$ cat src/rtl/bmp_gray_engine.sv
// bmp_gray_engine: in-place BGR -> 8-bit luma conversion on the BMP byte RAM.
// Each pixel takes 8 cycles: 4 back-to-back reads (the 4th holds ren high so
// the R byte stays valid), one compute cycle, then 3 byte writes of the luma.
// Header bytes and row padding bytes are never addressed.
module bmp_gray_engine #(
    parameter int ADDR_WIDTH   = 20,
    parameter int BYTE_WIDTH   = 8,
    parameter int PIXEL_OFFSET = 54,
    parameter int IMG_WIDTH    = 512,
    parameter int IMG_HEIGHT   = 512
) (
    input  logic                  clk,
    input  logic                  rst_n,
    input  logic                  start,
    output logic                  busy,
    output logic                  done,
    output logic                  RAM_ren,
    output logic                  RAM_wen,
    output logic [ADDR_WIDTH-1:0] RAM_addr,
    output logic [BYTE_WIDTH-1:0] RAM_in,
    input  logic [BYTE_WIDTH-1:0] RAM_out
);

    localparam int ROW_PAD = (4 - (3 * IMG_WIDTH) % 4) % 4;
    localparam int COL_W   = (IMG_WIDTH  > 1) ? $clog2(IMG_WIDTH)  : 1;
    localparam int ROW_W   = (IMG_HEIGHT > 1) ? $clog2(IMG_HEIGHT) : 1;

    localparam logic [COL_W-1:0]      LAST_COL = COL_W'(IMG_WIDTH - 1);
    localparam logic [ROW_W-1:0]      LAST_ROW = ROW_W'(IMG_HEIGHT - 1);
    localparam logic [ADDR_WIDTH-1:0] PIX_STEP = ADDR_WIDTH'(3);
    localparam logic [ADDR_WIDTH-1:0] ROW_STEP = ADDR_WIDTH'(3 + ROW_PAD);
    localparam logic [ADDR_WIDTH-1:0] PIX_BASE = ADDR_WIDTH'(PIXEL_OFFSET);

    typedef enum logic [3:0] {
        S_IDLE, S_RD0, S_RD1, S_RD2, S_RD3, S_CALC, S_WR0, S_WR1, S_WR2, S_DONE
    } state_t;

    state_t                  state_q, state_d;
    logic [ADDR_WIDTH-1:0]   pix_addr_q, pix_addr_d;
    logic [COL_W-1:0]        col_q, col_d;
    logic [ROW_W-1:0]        row_q, row_d;
    logic [BYTE_WIDTH-1:0]   b_q, b_d, g_q, g_d, r_q, r_d, gray_q, gray_d;
    logic [15:0]             luma_sum;
    logic                    last_col, last_pix;

    assign last_col = (col_q == LAST_COL);
    assign last_pix = last_col && (row_q == LAST_ROW);

    // Weights sum to 256, so the >>8 of the 16-bit sum always fits in a byte
    assign luma_sum = 16'd29  * 16'(b_q)
                    + 16'd150 * 16'(g_q)
                    + 16'd77  * 16'(r_q);

    // State and datapath registers, synchronous active-low reset
    always_ff @(posedge clk) begin
        if (!rst_n) begin
            state_q    <= S_IDLE;
            pix_addr_q <= '0;
            col_q      <= '0;
            row_q      <= '0;
            b_q        <= '0;
            g_q        <= '0;
            r_q        <= '0;
            gray_q     <= '0;
        end else begin
            state_q    <= state_d;
            pix_addr_q <= pix_addr_d;
            col_q      <= col_d;
            row_q      <= row_d;
            b_q        <= b_d;
            g_q        <= g_d;
            r_q        <= r_d;
            gray_q     <= gray_d;
        end
    end

    // Next-state logic: fixed 8-cycle pixel loop
    always_comb begin
        state_d = state_q;
        unique case (state_q)
            S_IDLE:  if (start) state_d = S_RD0;
            S_RD0:   state_d = S_RD1;
            S_RD1:   state_d = S_RD2;
            S_RD2:   state_d = S_RD3;
            S_RD3:   state_d = S_CALC;
            S_CALC:  state_d = S_WR0;
            S_WR0:   state_d = S_WR1;
            S_WR1:   state_d = S_WR2;
            S_WR2:   state_d = last_pix ? S_DONE : S_RD0;
            S_DONE:  state_d = S_IDLE;
            default: state_d = S_IDLE;
        endcase
    end

    // Datapath: byte capture one cycle after each read, luma, pixel walk
    always_comb begin
        pix_addr_d = pix_addr_q;
        col_d      = col_q;
        row_d      = row_q;
        b_d        = b_q;
        g_d        = g_q;
        r_d        = r_q;
        gray_d     = gray_q;
        case (state_q)
            S_IDLE: begin
                if (start) begin
                    pix_addr_d = PIX_BASE;
                    col_d      = '0;
                    row_d      = '0;
                end
            end
            S_RD1:  b_d    = RAM_out;
            S_RD2:  g_d    = RAM_out;
            S_RD3:  r_d    = RAM_out;
            S_CALC: gray_d = BYTE_WIDTH'(luma_sum >> 8);
            S_WR2: begin
                if (!last_pix) begin
                    if (last_col) begin
                        pix_addr_d = pix_addr_q + ROW_STEP;
                        col_d      = '0;
                        row_d      = row_q + ROW_W'(1);
                    end else begin
                        pix_addr_d = pix_addr_q + PIX_STEP;
                        col_d      = col_q + COL_W'(1);
                    end
                end
            end
            default: ;
        endcase
    end

    // Outputs decoded from state; ren and wen live in disjoint states
    always_comb begin
        busy     = 1'b0;
        done     = 1'b0;
        RAM_ren  = 1'b0;
        RAM_wen  = 1'b0;
        RAM_addr = '0;
        RAM_in   = '0;
        case (state_q)
            S_RD0:  begin busy = 1'b1; RAM_ren = 1'b1; RAM_addr = pix_addr_q; end
            S_RD1:  begin busy = 1'b1; RAM_ren = 1'b1; RAM_addr = pix_addr_q + ADDR_WIDTH'(1); end
            S_RD2,
            S_RD3:  begin busy = 1'b1; RAM_ren = 1'b1; RAM_addr = pix_addr_q + ADDR_WIDTH'(2); end
            S_CALC: busy = 1'b1;
            S_WR0:  begin busy = 1'b1; RAM_wen = 1'b1; RAM_in = gray_q; RAM_addr = pix_addr_q; end
            S_WR1:  begin busy = 1'b1; RAM_wen = 1'b1; RAM_in = gray_q; RAM_addr = pix_addr_q + ADDR_WIDTH'(1); end
            S_WR2:  begin busy = 1'b1; RAM_wen = 1'b1; RAM_in = gray_q; RAM_addr = pix_addr_q + ADDR_WIDTH'(2); end
            S_DONE: done = 1'b1;
            default: ;
        endcase
    end

endmodule
$ cat config.mk
export PLATFORM = sky130hd
export DESIGN_NAME = bmp_gray_engine
export DESIGN_NICKNAME = d
export VERILOG_FILES = /design/src/rtl/bmp_gray_engine.sv
export SDC_FILE = /design/constraint.sdc
export NUM_CORES = 1
export LEC_CHECK = 0
export CORE_MARGIN = 2
export CORE_UTILIZATION = 35
export DETAILED_ROUTE_END_ITERATION = 8
export MAX_ROUTING_LAYER = met4
export SYNTH_ARGS = -nofsm -noshare
export SYNTH_HDL_FRONTEND = slang
export SYNTH_SLANG_ARGS = --single-unit
export TNS_END_PERCENT = 20
$ cat constraint.sdc
create_clock -name clk -period 5.9 [get_ports clk]
set_input_delay 0.59 -clock clk [delete_from_list [all_inputs] [get_ports clk]]
set_output_delay 0.59 -clock clk [all_outputs]
set_load 0.02 [all_outputs]
==> results of run 1 <==
## flip-flops by register name (all words and copies together), names as in the netlist
name / cells
r_q: 8
gray_q: 8
b_q: 8
state_q: 4
pix_addr_q: 20
col_q: 9
g_q: 8
row_q: 9
## routing by layer
layer | up-vias | wire length, um | track usage, %
met1 | 2916 | 8536 | 22.64
met5 | - | 0 | -
met2 | 79 | 8509 | 28.99
met4 | 0 | 213 | 4.381
li1 | 3113 | - | -
met3 | 17 | 471 | 2.875
## kinds of logic (layout without fill, tap and decap cells)
kind of cell	after synthesis	after routing	synth area share, %
and+or+nand+nor	298	298	20.77
AOI/OAI and AO/OA	174	174	14.91
adders and majority gates	154	154	31.89
buffers and inverters	135	199	7.275
DFF	74	74	20.13
xor gates and xnor gates	41	41	4.878
muxes	1	1	0.1530
## report_power, final
group          internal (mW)  leakage [nW]  switching (mW)
Combinational          0.253          3.07           0.338
Clock                  0.374         0.157           0.232
Sequential             0.516         0.600          0.0433
Total                   1.14          3.83           0.613
## cells in the mapped netlist, types with 9 or more instances
cell type / n
sky130_fd_sc_hd__or3_1: 14
sky130_fd_sc_hd__nand3_1: 25
sky130_fd_sc_hd__nand2_1: 108
sky130_fd_sc_hd__xor2_1: 22
sky130_fd_sc_hd__nor3_1: 21
sky130_fd_sc_hd__clkbuf_1: 19
sky130_fd_sc_hd__o21ai_0: 26
sky130_fd_sc_hd__a31oi_1: 9
sky130_fd_sc_hd__and2_1: 11
sky130_fd_sc_hd__a21oi_1: 73
sky130_fd_sc_hd__inv_1: 103
sky130_fd_sc_hd__fa_1: 56
sky130_fd_sc_hd__nor2_1: 60
sky130_fd_sc_hd__xnor2_1: 19
sky130_fd_sc_hd__dfxtp_1: 74
sky130_fd_sc_hd__a21o_1: 9
sky130_fd_sc_hd__nand4_1: 12
sky130_fd_sc_hd__ha_1: 98
## worst max-delay path: stages, from the launching register on
cell,delay (ps)
sky130_fd_sc_hd__dfxtp_2,340
sky130_fd_sc_hd__buf_4,150
sky130_fd_sc_hd__ha_1,270
sky130_fd_sc_hd__ha_1,300
sky130_fd_sc_hd__ha_1,330
sky130_fd_sc_hd__ha_4,260
sky130_fd_sc_hd__a21oi_2,160
sky130_fd_sc_hd__nor2b_1,60
sky130_fd_sc_hd__nor2_1,110
sky130_fd_sc_hd__xor2_1,250
sky130_fd_sc_hd__fa_1,500
sky130_fd_sc_hd__fa_1,520
sky130_fd_sc_hd__inv_1,50
sky130_fd_sc_hd__fa_1,480
sky130_fd_sc_hd__inv_1,60
sky130_fd_sc_hd__fa_1,540
sky130_fd_sc_hd__inv_1,70
sky130_fd_sc_hd__ha_4,260
sky130_fd_sc_hd__a21oi_4,160
sky130_fd_sc_hd__o21ai_4,90
sky130_fd_sc_hd__a21oi_4,200
sky130_fd_sc_hd__a211oi_4,100
sky130_fd_sc_hd__o2111a_1,230
sky130_fd_sc_hd__a311o_1,300
## path summary, 6_finish.rpt
kind / end / cells after the start
setup reg to reg: gray_q[6] / 23
hold reg to reg: col_q[8] / 2
setup / recovery: gray_q[6] / 23
hold / removal: col_q[8] / 2
## what timing repair did
| item | 4_1_cts | 5_1_grt |
|---|---|---|
| pin swaps | 47 | 25 |
| setup buffers | 4 | 2 |
| gates resized for setup | 46 | 8 |
| hold buffers | 0 | 0 |
| endpoints found under the setup margin | 7 | 8 |
## per-stage QoR
stage                     hold WS (ps)  power, mW  TNS [ps]  utilization [%]
after floorplan                  436.2     0.9392         0                -
after global placement           443.2      1.096    -857.6            39.73
after detailed placement         452.4      1.098     -1143            39.73
after CTS                        459.7      1.773         0            42.57
after global routing             476.6      1.870     -1147            42.94
final                            459.0      1.757    -16.15            42.94
## layout make-up
| class | instances | area, um2 |
|---|---|---|
| Clock buffer | 9 | 225.2 |
| Sequential cell | 74 | 1486 |
| Multi-Input combinational cell | 668 | 5687 |
| Clock inverter | 7 | 98.84 |
| Fill cell | 2080 | 11880 |
| Inverter | 103 | 386.6 |
| Tap cell | 275 | 344.1 |
| Timing Repair Buffer | 80 | 713.2 |
==> load_flow_metrics.sql, run 1 <==
INSERT INTO impl_metrics (metric_group, metric, value, unit) VALUES
('sta', 'timing.final.ws_setup', '-16.15', 'ps'),
('sta', 'final.setup_skew', '13.37', 'ps'),
('drt', 'post_route_ant_nets', '0', ''),
('grt', 'grt_max_degree', '32', ''),
('clocking', 'clock-sinks', '74', ''),
('floorplan', 'floorplan.die.width', '149.0', 'um'),
('drt', 'total_via_count_after_detailed_routing', '6125', ''),
('placement', 'place_area', '0.008273', 'mm2'),
('run_status', 'violations_in_the_final_reports', 'setup timing', ''),
('critical_path', 'crit_type', 'reg -> reg', ''),
('clocking', 'cts_buffer_depth', '2', ''),
('critical_path', 'cp-end-kind', 'flip-flop', ''),
('sta', 'hold_violations', '0', ''),
('job', 'max-cap-violations', '0', ''),
('sta', 'final_max_slew_viol_count', '0', ''),
('floorplan', 'floorplan_die_height', '149.0', 'um'),
('final_layout', 'final_cell_mix', 'sky130_fd_sc_hd__nand2_1, sky130_fd_sc_hd__inv_1, sky130_fd_sc_hd__ha_1', ''),
('drt', 'route.detailed.vias_per_inst', '5.037', ''),
('logic_synthesis', 'synth_cell_type_count', '73', ''),
('critical_path', 'timing.rr.start', 'g_q[3]', ''),
('run_status', 'outcome', 'finished, violations left', ''),
('grt', 'grt_pass1_wl', '30600', 'um'),
('placement', 'gp_congestion', '0.8872', ''),
('clocking', 'clkTransAtPathRegs', '70', 'ps'),
('critical_path', 'worstSetupStartpoint', 'g_q[3]', ''),
('logic_synthesis', 'yosysTopAreaCellShare', '20.13', '%'),
('placement', 'dpl_worst_slack', '-208.7', 'ps'),
('logic_synthesis', 'ys_ff_latch', '74', ''),
('clocking', 'tritoncts', 'built', ''),
('hold_path', 'hold_path_startpoint', 'col_q[8]', ''),
('logic_synthesis', 'synthFlopType', 'sky130_fd_sc_hd__dfxtp_1', ''),
('power_and_ir_drop', 'powerDensity', '196.5', 'mW/mm2'),
('clocking', 'clock_tree.root_cell', 'sky130_fd_sc_hd__clkbuf_16', ''),
('clocking', 'cts_max_level', '3', ''),
('floorplan', 'pin_count', '43', ''),
('grt', 'antenna_found_initial', '0', ''),
('critical_path', 'worst_ep_required_time', '6130', 'ps'),
('sta', 'timing.final.crit_period', '5916', 'ps'),
('logic_synthesis', 'netlist_area', '0.007361', 'mm2'),
('critical_path', 'critPathLaunchType', 'flip-flop', ''),
('sta', 'worst_slew_margin_rel', '26.05', '%'),
('logic_synthesis', 'synth.top_cells.by_area', 'sky130_fd_sc_hd__dfxtp_1, sky130_fd_sc_hd__ha_1, sky130_fd_sc_hd__fa_1', ''),
('final_layout', 'num-nets-final', '1101', ''),
('grt', 'globalRouteTotalUtil', '17.59', '%'),
('power_and_ir_drop', 'max-vdd-ir-drop', '0.1377', 'mV'),
('final_layout', 'post_route_cells_drive_above_1_share', '12.65', '%'),
('power_and_ir_drop', 'static-leakage-power', '3.826', 'nW'),
('floorplan', 'start_util', '35.35', '%'),
('clocking', 'cts_made_buffers', '9', ''),
('critical_path', 'arrival', '6140', 'ps'),
('hold_path', 'worstHoldPathType', 'reg -> reg', ''),
('grt', 'first_global_vias', '6265', ''),
('final_layout', 'postLayoutCellArea', '0.008941', 'mm2'),
('floorplan', 'floorplan.die_area', '0.02221', 'mm2'),
('final_layout', 'final_cell_count_no_fill', '1216', ''),
('clocking', 'clk_latency', '350', 'ps'),
('sta', 'finalCritPeriodShare', '100.3', '%'),
('placement', 'dp.final_hpwl', '13870', 'um'),
('critical_path', 'rrSetupSlack', '-20', 'ps'),
('drt', 'totalWireLength', '17730', 'um'),
('floorplan', 'coreArea', '0.02082', 'mm2'),
('drt', 'detail_route.iter0.violations', '335', ''),
('logic_synthesis', 'yosys_warnings', '0', ''),
('sta', 'setup_viol', '1', ''),
('logic_synthesis', 'netlist.top_cell.by_area', 'sky130_fd_sc_hd__dfxtp_1', ''),
('drt', 'drt_drc_violations_left', '0', ''),
('final_layout', 'area_delta_synth_final', '21.47', '%'),
('drt', 'wirelength_per_cell', '14.58', 'um'),
('final_layout', 'insertedDiodeCount', '0', ''),
('final_layout', 'mostFrequentLayoutCell', 'sky130_fd_sc_hd__nand2_1', ''),
('sta', 'rsz0062_at_grt', 'true', '');
Note: power is estimated with default switching activity, not from simulation.
==> run 2, diff against run 1 <==
Settings changed: CTS_CLUSTER_SIZE set to 40.
==> results of run 2 <==
Final layout, timing and power as in run 1 (identical DEF).
